File: src/rtl/apb_master_bridge.sv
// APB initiator bridging a valid/ready command stream to APB transfers.
// Single outstanding transfer, registered APB outputs, ACCESS-phase timeout
// with a saturating error counter.
//
// state  | meaning
// -------+-----------------------------------------------------------
// IDLE   | waiting for a command; cmd_ready_o high
// SETUP  | APB setup phase, psel_o=1, penable_o=0, exactly one cycle
// ACCESS | APB access phase, waiting for pready_i or the timeout
// RESP   | response held on rsp_* until rsp_ready_i
module apb_master_bridge #(
  parameter int APB_ADDR_WIDTH = 16,
  parameter int TIMEOUT_CYCLES = 16
) (
  input  logic                      clk_i,
  input  logic                      reset_n_i,
  input  logic                      cmd_valid_i,
  output logic                      cmd_ready_o,
  input  logic                      cmd_write_i,
  input  logic [APB_ADDR_WIDTH-1:0] cmd_addr_i,
  input  logic [31:0]               cmd_wdata_i,
  output logic                      rsp_valid_o,
  input  logic                      rsp_ready_i,
  output logic [31:0]               rsp_rdata_o,
  output logic                      rsp_error_o,
  output logic [7:0]                error_count_o,
  output logic                      psel_o,
  output logic                      penable_o,
  output logic                      pwrite_o,
  output logic [APB_ADDR_WIDTH-1:0] paddr_o,
  output logic [31:0]               pwdata_o,
  input  logic [31:0]               prdata_i,
  input  logic                      pready_i
);

  localparam logic [1:0] S_IDLE   = 2'd0;
  localparam logic [1:0] S_SETUP  = 2'd1;
  localparam logic [1:0] S_ACCESS = 2'd2;
  localparam logic [1:0] S_RESP   = 2'd3;

  // Counter only needs to reach TIMEOUT_CYCLES-1.
  localparam int CNT_W = (TIMEOUT_CYCLES > 1) ? $clog2(TIMEOUT_CYCLES) : 1;
  localparam logic [CNT_W-1:0] CNT_LAST =
    (TIMEOUT_CYCLES > 0) ? CNT_W'(TIMEOUT_CYCLES - 1) : CNT_W'(0);

  logic [1:0]       state;
  logic [CNT_W-1:0] timeout_cnt;
  logic             timeout_hit;

  // Command acceptance is purely a function of state.
  always_comb begin
    cmd_ready_o = (state == S_IDLE);
    timeout_hit = (TIMEOUT_CYCLES != 0) && (timeout_cnt == CNT_LAST);
  end

  // Transfer sequencing, APB output registers and response capture.
  always_ff @(posedge clk_i or negedge reset_n_i) begin
    if (!reset_n_i) begin
      state         <= S_IDLE;
      timeout_cnt   <= '0;
      psel_o        <= 1'b0;
      penable_o     <= 1'b0;
      pwrite_o      <= 1'b0;
      paddr_o       <= '0;
      pwdata_o      <= '0;
      rsp_valid_o   <= 1'b0;
      rsp_rdata_o   <= '0;
      rsp_error_o   <= 1'b0;
      error_count_o <= '0;
    end else begin
      case (state)
        S_IDLE: begin
          if (cmd_valid_i) begin
            pwrite_o <= cmd_write_i;
            paddr_o  <= cmd_addr_i;
            pwdata_o <= cmd_wdata_i;
            psel_o   <= 1'b1;
            state    <= S_SETUP;
          end
        end
        S_SETUP: begin
          penable_o   <= 1'b1;
          timeout_cnt <= '0;
          state       <= S_ACCESS;
        end
        S_ACCESS: begin
          // pready_i takes priority over a timeout firing the same cycle.
          if (pready_i) begin
            rsp_rdata_o <= pwrite_o ? 32'h0 : prdata_i;
            rsp_error_o <= 1'b0;
            psel_o      <= 1'b0;
            penable_o   <= 1'b0;
            rsp_valid_o <= 1'b1;
            state       <= S_RESP;
          end else if (timeout_hit) begin
            rsp_rdata_o <= 32'h0;
            rsp_error_o <= 1'b1;
            if (error_count_o != 8'hFF) begin
              error_count_o <= error_count_o + 8'd1;
            end
            psel_o      <= 1'b0;
            penable_o   <= 1'b0;
            rsp_valid_o <= 1'b1;
            state       <= S_RESP;
          end else begin
            timeout_cnt <= timeout_cnt + CNT_W'(1);
          end
        end
        S_RESP: begin
          if (rsp_ready_i) begin
            rsp_valid_o <= 1'b0;
            state       <= S_IDLE;
          end
        end
        default: begin
          psel_o      <= 1'b0;
          penable_o   <= 1'b0;
          rsp_valid_o <= 1'b0;
          state       <= S_IDLE;
        end
      endcase
    end
  end

endmodule

File: config.mk
export PLATFORM = sky130hd
export DESIGN_NAME = apb_master_bridge
export DESIGN_NICKNAME = d
export VERILOG_FILES = /design/src/rtl/apb_master_bridge.sv
export SDC_FILE = /design/constraint.sdc
export NUM_CORES = 1
export LEC_CHECK = 0
export CORE_MARGIN = 10
export CORE_UTILIZATION = 41
export DETAILED_ROUTE_END_ITERATION = 10
export GPL_ROUTABILITY_DRIVEN = 1
export MAX_ROUTING_LAYER = met4
export PLACE_DENSITY = 0.84
export SETUP_SLACK_MARGIN = 0.2
export SYNTH_ARGS = -nofsm -noshare
export SYNTH_HDL_FRONTEND = slang
export SYNTH_SLANG_ARGS = --single-unit
File: constraint.sdc
create_clock -name clk_i -period 2.4 [get_ports clk_i]
set_input_delay 0.48 -clock clk_i [delete_from_list [all_inputs] [get_ports clk_i]]
set_output_delay 0.48 -clock clk_i [all_outputs]
set_load 0.01 [all_outputs]
======== Yosys cells after proc, flatten, opt, wreduce, memory -nomap -nowiden ========
Cells that the tools add are included.
word-level totals
  flip-flop bits (word level) ............. 99
  input port bits ......................... 86
  output and inout port bits .............. 94
  word-level logic and storage cells ...... 58
cells by class
  add/sub/neg operators ................... 2
  equality and inequality tests ........... 10
  multiplexer cells ....................... 21
  bitwise logic cells ..................... 1
  reduce and logical (&&, ||, !) cells .... 13
operator list
  cell                                            number
  2-to-1 mux 32 bit                               3
  AND reduction 3 bit                             4
  adder 8 x 1 -> 8 bit (second input constant)    1
  2-to-1 mux 2 bit                                4
  2-to-1 mux 4 bit                                2
  inequality test 2 bit (second input constant)   4
  inequality test 8 bit (second input constant)   1
  one-hot mux 2 bit (4 select lines)              1
  one-hot mux 4 bit (2 select lines)              1
  nonzero test 2 bit                              4
  2-to-1 mux 1 bit                                7
  one-hot mux 1 bit (2 select lines)              3
  AND reduction 2 bit                             3
  adder 4 x 1 -> 4 bit (second input constant)    1
  == test 2 bit (second input constant)           2
  == test 4 bit (second input constant)           1
  AND reduction 4 bit                             1
  inequality test 3 bit (second input constant)   1
  == test 2 x 1 -> 1 bit (second input constant)  1
  zero test 2 bit                                 1
  inverter 1 bit                                  1

======== Logic depth before layout (Yosys ltp) ========
  word-level depth ........................ 4
  depth in mapped cells ................... 6
  depth with buffers taken out ............ 5

======== Worst setup path before layout ========
OpenSTA, ideal clock, no wires.
  kind .................................... flip-flop to flip-flop
  from .................................... register state[0]
  to ...................................... register error_count_o[7]
  setup time .............................. 0.128 ns
  data arrival time ....................... 1.593 ns
  data required time ...................... 2.272 ns
  slack ................................... 0.679 ns
  stages on the path, launching flop included .. 6
  path buffers ............................ 0
  clock period less this slack ............ 1.721 ns
  cells stage by stage .................... dfrtp_1 > inv_1 > ha_1 > and4b_1 > or4b_1 > mux2_1
between the ends
  cells in the longest elaborated chain, start to end .. 2
RTL lines
  element                               RTL line  source
  start: declaration                    46        logic [1:0] state;
  start signal: assignment              59        state <= S_IDLE;
  start signal: assignment              78        state <= S_SETUP;
  start signal: assignment              84        state <= S_ACCESS;
  == test 2 bit                         71        case (state)
  AND reduction 4 bit (no source line)  --
  end signal: assignment                99        error_count_o <= error_count_o + 8'd1;
  end: declaration                      26        output logic [7:0] error_count_o,
No other way between the ends.
A chain may end at the register's enable or synchronous reset.

======== Worst setup path after layout ========
  from .................................... register timeout_cnt[0]
  to ...................................... register error_count_o[7]
between the ends
  cells in the longest elaborated chain, start to end .. 2
RTL lines
  element                               RTL line  source
  start: declaration                    47        logic [CNT_W-1:0] timeout_cnt;
  start signal: assignment              106       timeout_cnt <= timeout_cnt + CNT_W'(1);
  == test 4 bit                         53        timeout_hit = (TIMEOUT_CYCLES != 0) && (timeout_cnt == CNT_LAST);
  AND reduction 4 bit (no source line)  --
No other way between the ends.

==> results.py <==
metrics = {
    "critical_path": {
        "crit_start": "timeout_cnt[0]",
        "reg2reg_slack_ns": 0.50,
        "r2r_end": "error_count_o[7]",
        "required_ns": 2.63,
        "critPathLaunchType": "register",
        "worstReg2RegStart": "timeout_cnt[0]",
        "r2r.worst_path.cells": 4,
        "crit_arrival_ns": 2.14,
        "endpoint_kind": "register",
        "path_max_fanout": 8,
        "crit_end": "error_count_o[7]",
        "critPathKind": "register to register",
    },
    "final_layout": {
        "synthToLayoutAreaGrowth_pct": 55.4,
        "n_antenna_cell": 0,
        "final_util_pct": 65.6,
        "fillCellCount": 744,
        "drive_gt1_share_pct": 17.5,
        "fin_area_um2": 6090,
        "instances_no_fill": 591,
        "final_net_count": 548,
    },
    "clock_tree": {
        "htree_levels": 3,
        "clk_path_buf_depth": 2,
        "cts-buffers-inserted": 9,
        "cts_tree": "done",
        "numClockSinks": 99,
        "clk_pin_slew_ns": 0.10,
        "insertion_delay_ns": 0.35,
        "post_cts_buffers": 0,
        "cts_resized": 0,
        "hold_buffers": 0,
        "cts_root_buffer": "clkbuf_8",
    },
    "routing": {
        "vias": 3008,
        "postRouteAntennaNets": 0,
        "wl_um": 11300,
        "wl_per_cell_um": 19.1,
        "via_per_inst": 5.09,
        "drt_iter0_drc": 114,
        "dr.pass1.iters": 4,
        "drc": 0,
    },
    "place": {
        "numPortBuffers": 179,
        "dp_hpwl_um": 8580,
        "globalplace.congestion": 0.832,
        "placed_cell_area_um2": 5880,
        "dpl.cell_count": 575,
    },
    "sta": {
        "rsz0062_at_grt": "false",
        "tightest_slew_ns": 0.594,
        "fin_skew_ns": 0.0180,
        "hold_viol_final": 0,
        "period_needed_ns": 1.90,
        "slew_viol_final": 0,
        "tns_ns": 0,
        "finalSetupViolCount": 0,
        "max_freq_mhz": 526,
        "relSlewSlack_pct": 60.4,
        "post-route-period-util_pct": 79.2,
    },
    "logic_synthesis": {
        "synth_area_per_cell_um2": 14.3,
        "syn_inst": 275,
        "synth_nets": 366,
        "ys_ff_latch": 99,
        "ys_warn_count": 0,
        "synth_cell_type_count": 37,
        "ys_seq_area_share_pct": 63.2,
        "synthesis.area_um2": 3920,
    },
    "power_and_ir_drop": {
        "max-vdd-ir-drop_uv": 570,
        "power_density_nw_per_um2": 1150,
        "cellLeakagePower_nw": 2.59,
    },
    "hold_path": {
        "worst_hold_path_type": "primary input to async pin",
    },
    "floorplan": {
        "start_util_pct": 42.2,
        "rows": 35,
        "coreArea_um2": 9280,
        "die_area_um2": 13900,
        "die_y_um": 118,
        "die_x_um": 118,
        "io_pins": 180,
    },
    "global_route": {
        "grt_pass1_wl_um": 17900,
        "grt_max_degree": 100,
        "overflow": 0,
        "grt_usage_pct": 16.4,
        "grt_pass1_vias": 3325,
        "antenna_found_initial": 0,
    },
    "status": {
        "status": "finished clean",
    },
    "job": {
        "drv_cap": 0,
    },
}
==> cells by family (layout without fill, tap and decap cells) <==
logic type / count (synthesis) / after routing / synth area share, %
multiplexers: 57 / 57 / 16.3
buffers and inverters: 21 / 208 / 2.36
AND/OR/NAND/NOR: 38 / 38 / 5.49
adder cells (fa/ha/maj): 5 / 5 / 1.60
XOR/XNOR: 1 / 1 / 0.224
flip-flops: 99 / 99 / 63.2
AO/OA/AOI/OAI: 54 / 54 / 10.8
==> registers in the layout, indices dropped and copies added, names as in the netlist <==
signal	flops
error_count_o	8
paddr_o	16
penable_o	1
psel_o	1
pwdata_o	32
pwrite_o	1
rsp_error_o	1
rsp_rdata_o	32
rsp_valid_o	1
state	2
timeout_cnt	4
==> metal layers <==
metal,share of wire [%],vias up,track usage [%]
li1,-,1363,-
met2,55,107,29.5
met3,5.7,15,5.23
met4,1.7,0,3.94
met5,0,-,-
met1,38,1523,17.0
==> power breakdown <==
group / total, W / internal (W) / switching, W / leakage (nW)
clock: 0.00109 / 0.000518 / 0.000576 / 0.104
sequential: 0.00271 / 0.00234 / 0.000368 / 1.23
combinational: 0.00321 / 0.00193 / 0.00128 / 1.26
total: 0.00701 / 0.00478 / 0.00222 / 2.59
==> cells in the final DEF, fill, tap and decap left out, types with 4 or more instances in the layout <==
cell type and count:
nor2_1 4, clkbuf_8 10, a21oi_1 4, o21ai_0 5
clkdlybuf4s50_1 177, nand2_1 9, buf_4 5, mux2_2 54
dfrtp_1 99, inv_1 7, a22o_1 33, ha_1 4
==> worst max-delay path, stage by stage (launching register included) <==
cell and delay, ns:
dfrtp_1 0.43, ha_1 0.30, nand3_2 0.20, or4b_1 0.55, mux2_1 0.33
==> layout make-up <==
cell class                      instances  area, µm²  area share [%]
Sequential cell                        99       2480            40.7
Clock inverter                          5       61.3            1.01
Tap cell                              129        161            2.65
Inverter                                7       26.3           0.431
Multi-Input combinational cell        155       1360            22.3
Clock buffer                           11        141            2.32
Timing Repair Buffer                  185       1860            30.6
==> metrics by stage <==
step / total power (W) / worst slack (ns) / hold WS [ns]
after floorplan: 0.00411 / 0.679 / 0.184
after global placement: 0.00585 / 0.321 / 0.485
after detailed placement: 0.00599 / 0.309 / 0.490
after CTS: 0.00709 / 0.233 / 0.191
after global routing: 0.00743 / 0.385 / 0.190
final: 0.00701 / 0.498 / 0.0986
==> cell usage after synthesis <==
master | count | area share [%]
a211oi_1 | 2 | 0.38
a21boi_0 | 1 | 0.19
a21oi_1 | 4 | 0.51
a22o_1 | 33 | 7.4
a2bb2oi_1 | 1 | 0.22
a31oi_1 | 2 | 0.32
and2b_1 | 1 | 0.19
and3_1 | 2 | 0.32
and4b_1 | 1 | 0.26
buf_2 | 5 | 0.64
buf_6 | 1 | 0.29
clkbuf_1 | 8 | 0.77
dfrtp_1 | 99 | 63
ha_1 | 5 | 1.6
inv_1 | 7 | 0.67
mux2_1 | 1 | 0.29
mux2_2 | 54 | 16
mux2i_1 | 2 | 0.51
nand2_1 | 10 | 0.96
nand2b_1 | 2 | 0.32
nand3_1 | 3 | 0.38
nand3_2 | 1 | 0.26
nand3b_1 | 1 | 0.19
nand4_1 | 3 | 0.48
nand4b_1 | 2 | 0.45
nor2_1 | 5 | 0.48
nor2b_1 | 2 | 0.32
nor3_1 | 2 | 0.26
o211ai_1 | 3 | 0.57
o21ai_0 | 5 | 0.64
o21ai_1 | 1 | 0.13
o31ai_1 | 1 | 0.19
o32a_1 | 1 | 0.26
or3_1 | 1 | 0.16
or3b_1 | 1 | 0.22
or4b_1 | 1 | 0.26
xnor2_1 | 1 | 0.22
==> worst min path at each step <==
stage	start	to
6_report	reset_n_i	error_count_o[6]
5_1_grt	reset_n_i	error_count_o[5]
4_1_cts	reset_n_i	error_count_o[6]
3_5_place_dp	rsp_rdata_o[10]	rsp_rdata_o[10]
3_3_place_gp	pwdata_o[29]	pwdata_o[29]
2_1_floorplan	reset_n_i	error_count_o[0]
(Power assumes the default switching activity.)
